### config.mk
export PLATFORM = sky130hd
export DESIGN_NAME = exec_unit
export DESIGN_NICKNAME = d
export VERILOG_FILES = /design/src/rtl/exec_unit.sv
export SDC_FILE = /design/constraint.sdc
export NUM_CORES = 1
export LEC_CHECK = 0
export CAP_MARGIN = 20
export CORE_ASPECT_RATIO = 0.9
export CORE_MARGIN = 2
export CORE_UTILIZATION = 30
export DETAILED_ROUTE_END_ITERATION = 12
export GPL_TIMING_DRIVEN = 0
export PLACE_DENSITY_LB_ADDON = 0.15
export SYNTH_ARGS = -nofsm -noshare
export SYNTH_HDL_FRONTEND = slang
export SYNTH_SLANG_ARGS = --single-unit
### constraint.sdc
create_clock -name clk -period 5.35 [get_ports clk]
set_input_delay 1.07 -clock clk [delete_from_list [all_inputs] [get_ports clk]]
set_output_delay 1.07 -clock clk [all_outputs]
set_load 0.05 [all_outputs]
### src/rtl/exec_unit.sv
// rtl/exec_unit.sv - execute stage: single-cycle ALU plus iterative shift-add multiplier
// Optional feature macro EXEC_MUL_EN builds the multiplier; without it op=111 pulses illegal.
module exec_unit #(
    parameter int WIDTH = 32,
    parameter int AW    = 3
) (
    input  logic             clk,
    input  logic             n_rst,
    input  logic             start,
    input  logic [2:0]       op,
    input  logic [WIDTH-1:0] a,
    input  logic [WIDTH-1:0] b,
    input  logic [AW-1:0]    dst,
    output logic             busy,
    output logic             we,
    output logic [AW-1:0]    wa,
    output logic [WIDTH-1:0] wd,
    output logic             illegal
);

`ifdef EXEC_MUL_EN
    typedef enum logic [1:0] {S_IDLE, S_MUL, S_WB} state_t;
`else
    typedef enum logic [1:0] {S_IDLE, S_WB} state_t;
`endif

    localparam logic [2:0] OP_MUL = 3'b111;

    state_t           state;
    state_t           state_nx;
    logic             accept;
    logic             is_mul;
    logic [WIDTH-1:0] alu_res;

    assign accept = start && (state == S_IDLE);
    assign is_mul = (op == OP_MUL);
    assign busy   = (state != S_IDLE);
    assign we     = (state == S_WB);

    always_comb begin
        alu_res = '0;
        case (op)
            3'b000:  alu_res = a + b;
            3'b001:  alu_res = a - b;
            3'b010:  alu_res = a & b;
            3'b011:  alu_res = a | b;
            3'b100:  alu_res = a ^ b;
            3'b101:  alu_res = {{(WIDTH-1){1'b0}}, ($signed(a) < $signed(b))};
            3'b110:  alu_res = a << b[4:0];
            default: alu_res = '0;
        endcase
    end

`ifdef EXEC_MUL_EN
    logic [WIDTH-1:0] mcand;
    logic [WIDTH-1:0] mplier;
    logic [WIDTH-1:0] acc;
    logic [4:0]       cnt;
    logic [WIDTH-1:0] acc_sum;

    assign acc_sum = acc + (mplier[0] ? mcand : '0);
    assign illegal = 1'b0;
`else
    logic illegal_q;
    assign illegal = illegal_q;
`endif

    always_comb begin
        state_nx = state;
        case (state)
            S_IDLE: begin
                if (start) begin
`ifdef EXEC_MUL_EN
                    state_nx = is_mul ? S_MUL : S_WB;
`else
                    state_nx = is_mul ? S_IDLE : S_WB;
`endif
                end
            end
`ifdef EXEC_MUL_EN
            S_MUL:   if (cnt == 5'd31) state_nx = S_WB;
`endif
            S_WB:    state_nx = S_IDLE;
            default: state_nx = S_IDLE;
        endcase
    end

    always_ff @(posedge clk or negedge n_rst) begin
        if (!n_rst) state <= S_IDLE;
        else        state <= state_nx;
    end

    always_ff @(posedge clk or negedge n_rst) begin
        if (!n_rst) begin
            wa <= '0;
            wd <= '0;
        end else if (accept && !is_mul) begin
            wa <= dst;
            wd <= alu_res;
`ifdef EXEC_MUL_EN
        end else if (accept) begin
            wa <= dst;
        end else if (state == S_MUL && cnt == 5'd31) begin
            wd <= acc_sum;
`endif
        end
    end

`ifdef EXEC_MUL_EN
    // One shift-add step per cycle; the 32nd step's sum goes straight to wd.
    always_ff @(posedge clk or negedge n_rst) begin
        if (!n_rst) begin
            mcand  <= '0;
            mplier <= '0;
            acc    <= '0;
            cnt    <= '0;
        end else if (accept && is_mul) begin
            mcand  <= a;
            mplier <= b;
            acc    <= '0;
            cnt    <= '0;
        end else if (state == S_MUL) begin
            acc    <= acc_sum;
            mcand  <= mcand << 1;
            mplier <= mplier >> 1;
            cnt    <= cnt + 5'd1;
        end
    end
`else
    always_ff @(posedge clk or negedge n_rst) begin
        if (!n_rst) illegal_q <= 1'b0;
        else        illegal_q <= accept && is_mul;
    end
`endif

endmodule

Word-level counts from Yosys, hierarchy flattened
Cells that the tools add are included.
Widths: inputs -> output; s select.
{"block": "word_totals", "in_bits": 73, "elab_cells": 31, "ff_bits": 38}
{"block": "op_classes", "reduce_logical": 7, "bitwise_logic": 3, "n_addsub": 2, "eq_ne": 9, "shifts": 1, "n_mux": 4, "magnitude_cmp": 1}
{"cell": "$pmux 32 s7", "n": 1}
{"cell": "$add 32x32->32", "n": 1}
{"cell": "$and 32x32->32", "n": 1}
{"cell": "$lt 32x32->1", "n": 1}
{"cell": "$or 32x32->32", "n": 1}
{"cell": "$shl 32x5->32", "n": 1}
{"cell": "$sub 32x32->32", "n": 1}
{"cell": "$xor 32x32->32", "n": 1}
{"cell": "$eq 3x3->1 const B", "n": 4}
{"cell": "$eq 3x2->1 const B", "n": 2}
{"cell": "$mux 2", "n": 2}
{"cell": "$eq 3x1->1 const B", "n": 1}
{"cell": "$logic_and 1x1->1", "n": 3}
{"cell": "$logic_not 3->1", "n": 1}
{"cell": "$eq 2x1->1 const B", "n": 1}
{"cell": "$logic_not 2->1", "n": 1}
{"cell": "$ne 2x2->1 const B", "n": 1}
{"cell": "$reduce_bool 2->1", "n": 1}
{"cell": "$logic_not 1->1", "n": 1}
{"cell": "$mux 1", "n": 1}

Depth between registers and ports, before layout
{"block": "depth", "ltp_word": 4, "ltp_mapped": 15, "mapped_depth_nobuf": 12}

Least setup slack after synthesis
OpenSTA, ideal clock, no wires.
{"block": "synth_timing", "path_type": "input to register", "startpoint": "input port b[2]", "endpoint": "register wd[20]", "path_buffers": 4, "path_slack_ps": 913, "stages": 15, "t_arrival_ps": 4305, "setup_ps": 132, "cell_sequence": "clkbuf_1 > inv_1 > clkbuf_1 > clkbuf_1 > ha_1 > buf_2 > a211oi_1 > o21ai_0 > a31o_2 > o41ai_1 > o31ai_1 > a41oi_1 > mux2i_1 > a221oi_1 > a21oi_1"}
{"block": "synth_between", "elab_chain_cells": 2}
{"element": "start, declared", "line": "12", "text": "input logic [WIDTH-1:0] b,"}
{"element": "$sub 32x32->32, or another cell as far along", "line": "44", "text": "3'b001: alu_res = a - b;"}
{"element": "$pmux 32 s7 (*)", "line": "42", "text": "case (op)"}
{"element": "end signal, assigned", "line": "99", "text": "wd <= alu_res;"}
{"element": "end, declared", "line": "17", "text": "output logic [WIDTH-1:0] wd,"}
Every way passes the cells marked *; elsewhere a longest branch is shown, timed or not.
A chain may end at the register's enable or synchronous reset.

Final worst setup path
{"block": "layout_timing", "startpoint": "input port b[1]", "endpoint": "register wd[29]"}
Same word-level chain as after synthesis.

==> impl_metrics.env <==
export IMPL_tritoncts="built"
export IMPL_die_y_um=158.8
export IMPL_multi_input_area_um2=6417
export IMPL_gp_congestion=1.002
export IMPL_p_sw_mw=1.037
export IMPL_placementRows=56
export IMPL_clock_tree_buffer_depth=2
export IMPL_final_hold_violation_count=0
export IMPL_final_antenna_violating_net_count=0
export IMPL_combPwrFrac=0.629
export IMPL_max_slew_margin=0.2733
export IMPL_internal_dissipation_mw=0.9935
export IMPL_place_inst=1586
export IMPL_layout_setup_ws_ns=-0.02317
export IMPL_worstMarginPinSlew_ns=1.090
export IMPL_p_per_area_nw_per_um2=206.1
export IMPL_seqPwrFrac=0.183
export IMPL_core_area_um2=26140
export IMPL_p_sw_frac=0.5107
export IMPL_cts_max_level=2
export IMPL_final_layout_size_suffix_gt1_frac=0.05817
export IMPL_syn2layout_area_growth_pct=23.36
export IMPL_critical_path_arrival_ns=5.60
export IMPL_ys_seq_area_frac=0.1160
export IMPL_clock_latency_ns=0.32
export IMPL_finalCriticalPeriod_ns=5.373
export IMPL_mappedNetlistNets=1309
export IMPL_hold_path_class="reg -> reg"
export IMPL_ys_warn_count=0
export IMPL_leading_cell_type_by_number_of_instances_after_synthesis="a21oi_1"
export IMPL_worst_hold_path_endpoint="wa[0]"
export IMPL_ff2ff_setup_slack_ns=1.63
export IMPL_synth_area_leaders="ha_1 (17%), dfrtp_1 (12%), a21oi_1 (7.2%)"
export IMPL_layoutNonFillerInstCount=1603
export IMPL_rsz0062_at_grt="false"
export IMPL_number_of_synthesized_flops_with_an_enable_pin=0
export IMPL_ys_ff_latch=37
export IMPL_min_path_cells=2
export IMPL_grt_overflow=0
export IMPL_leakagePower_nw=4.205
export IMPL_finalNetCount=1436
export IMPL_detailed_place_hpwl_um=31460
export IMPL_first_global_vias=8905
export IMPL_post_synth_top_flop="dfrtp_1"
export IMPL_data_required_time_at_the_worst_endpoint_ns=5.58
export IMPL_timing_setup_critical_path_class="in -> reg"
export IMPL_floorplan_initialDensity=0.3055
export IMPL_yosys_area_top_type="ha_1"
export IMPL_initial_antenna_violation_count=0
export IMPL_drtPass1Iterations=5
export IMPL_rr_endpoint="wd[22]"
export IMPL_setup_worst_path_end_class="flop"
export IMPL_clock_root_buffer="clkbuf_16"
export IMPL_insertedDiodeCount=0
export IMPL_synth_area_per_cell_um2=7.085
export IMPL_clock_sinks=37
export IMPL_power_ir_vdd_worst_mv=0.1047
export IMPL_r2r_cells=9
export IMPL_port_buffers=109
export IMPL_clock_fmax_mhz=186.1
export IMPL_crit_fanout=19
export IMPL_drt_wirelength_per_cell_um=24.77
export IMPL_dr_first_iter_drc_count=1007
export IMPL_cts_reportedPaths_clkPinSlew_ns=0.07
export IMPL_synth_cells=1127
export IMPL_finalWirelength_um=39700
export IMPL_groute_usage_overall=0.2766
export IMPL_num_fill_cells=2799
export IMPL_finalCritPeriodShare=1.004
export IMPL_min_delay_start="wa[0]"
export IMPL_grt_max_degree=27
export IMPL_result_of_the_run="finished, violations left"
export IMPL_cts_buffers=5
export IMPL_max_cap_violations=0
export IMPL_total_power_mw=2.031
export IMPL_grt_pass1_wl_um=57730
export IMPL_timing_hold_ws_ns=0.4759
export IMPL_synth_cells_most_frequent="a21oi_1 (115), nor2_1 (112), ha_1 (107)"
export IMPL_area_share_of_the_leading_cell_type_in_the_synthesized_netlist=0.1677
export IMPL_worst_clock_skew_ns=0.01129
export IMPL_slew_viol_final=0
export IMPL_r2r_start="state[0]"
export IMPL_worst_case_setup_slack_after_placement_ns=-1.051
export IMPL_synth_cell_types=67
export IMPL_final_seq_area_um2=925.9
export IMPL_asr_flop_ratio_synth=1.000
export IMPL_failed_checks="negative setup slack"
export IMPL_die_area_um2=27940
export IMPL_post_synth_instance_area_um2=7985
export IMPL_power_share_clock=0.188
export IMPL_report_final_setup_viol=1
export IMPL_via_density_per_instance=5.949
export IMPL_io_pins=111
export IMPL_via_count=9537
export IMPL_route_detailed_drc=0
export IMPL_setup_crit_start_kind="input pin"
export IMPL_die_width_um=176.0
==> worst max-delay path by stage <==
| stage | slack [ns] | cells after the start | to | start |
|---|---|---|---|---|
| 6_report | -0.02 | 13 | wd[29] | b[1] |
| 5_1_grt | 0.009 | 13 | wd[29] | b[1] |
| 3_3_place_gp | -1.15 | 16 | wd[20] | b[2] |
| 3_5_place_dp | -1.05 | 16 | wd[30] | b[2] |
| 2_1_floorplan | 0.91 | 15 | wd[20] | b[2] |
| 4_1_cts | 0.03 | 15 | wd[29] | b[2] |
==> worst max-delay path, cell delays in order <==
cell and delay [ns]:
clkdlybuf4s50_1 0.64, clkbuf_2 0.33, inv_2 0.26, ha_1 0.39, or2_2 0.34, a2111oi_0 0.56, or3_1 0.31, a211oi_2 0.17
o41a_1 0.50, o21ai_0 0.56, xnor2_1 0.20, nand2_1 0.07, a31oi_1 0.19
==> power groups by stage <==
stage          sequential (mW)  combinational [mW]  clock (mW)
4_1_cts                  0.372                1.24       0.391
3_5_place_dp             0.378                1.23           0
5_1_grt                  0.379                1.36       0.400
2_1_floorplan            0.571               0.574           0
6_report                 0.371                1.28       0.382
3_3_place_gp             0.376                1.23           0
==> what timing repair did <==
item                                    in CTS  in global routing
setup buffers                                0                 12
pin swaps                                    0                  1
gates resized for setup                     11                  7
hold buffers                                 0                  0
endpoints found under the setup margin      19                 11
endpoints found under the hold margin        0                  0
==> area by class of cell <==
cell class / count / share of cell area
multi-input cells: 910 / 0.6515
repair buffers: 123 / 0.1226
flip-flops and latches: 37 / 0.09399
well taps: 348 / 0.04420
inverters: 99 / 0.03849
plain buffers: 78 / 0.03188
clock buffers: 5 / 0.01270
clock inverters: 3 / 0.004700
==> state kept, by name, indices dropped and copies added, names as in the netlist <==
signal and count:
wd 32, wa 3, illegal 1, state 1
==> per-layer routing <==
layer  vias up  wire length (um)  share of wire  GRT usage
met5         -                 0              0          0
met4         0              1075          0.027    0.08227
met3        66              4203           0.11    0.07543
met2       541             16160           0.41     0.3944
met1      4580             18270           0.46     0.4011
li1       4350                 -              -          -
==> layout by cell type, fill, tap and decap left out, drive strengths merged, types with 11 or more instances in the layout <==
cell	count
buf	31
nand2b	11
a211oi	18
clkbuf	67
o21bai	12
nor2b	16
dfrtp	37
nor4	13
a22oi	12
o21ai	68
a31oi	17
clkdlybuf4s50	108
mux2i	43
nor3	28
ha	107
xnor2	18
a221oi	14
a21oi	116
nand2	98
inv	97
nor2	112
o31ai	13
a21o	14
nand3	19
o211ai	20
o2111ai	11
==> through the flow <==
stage	instance area (um2)	setup TNS, ns	utilization
CTS	9743	0	0.3728
floorplan	7985	0	-
detailed placement	9538	-13.86	0.3649
global placement	9512	-14.77	0.3639
finish	9851	-0.02317	0.3769
global route	9851	0	0.3769
==> logic make-up after synthesis <==
group / Yosys count / synth area share
compound gates: 392 / 0.3253
xor+xnor: 18 / 0.01974
simple gates: 332 / 0.1891
fa+ha+maj: 109 / 0.1727
mux: 59 / 0.09057
flops: 37 / 0.1160
buf+inv: 180 / 0.08665
No activity file was read; power rests on OpenSTA's default activity.
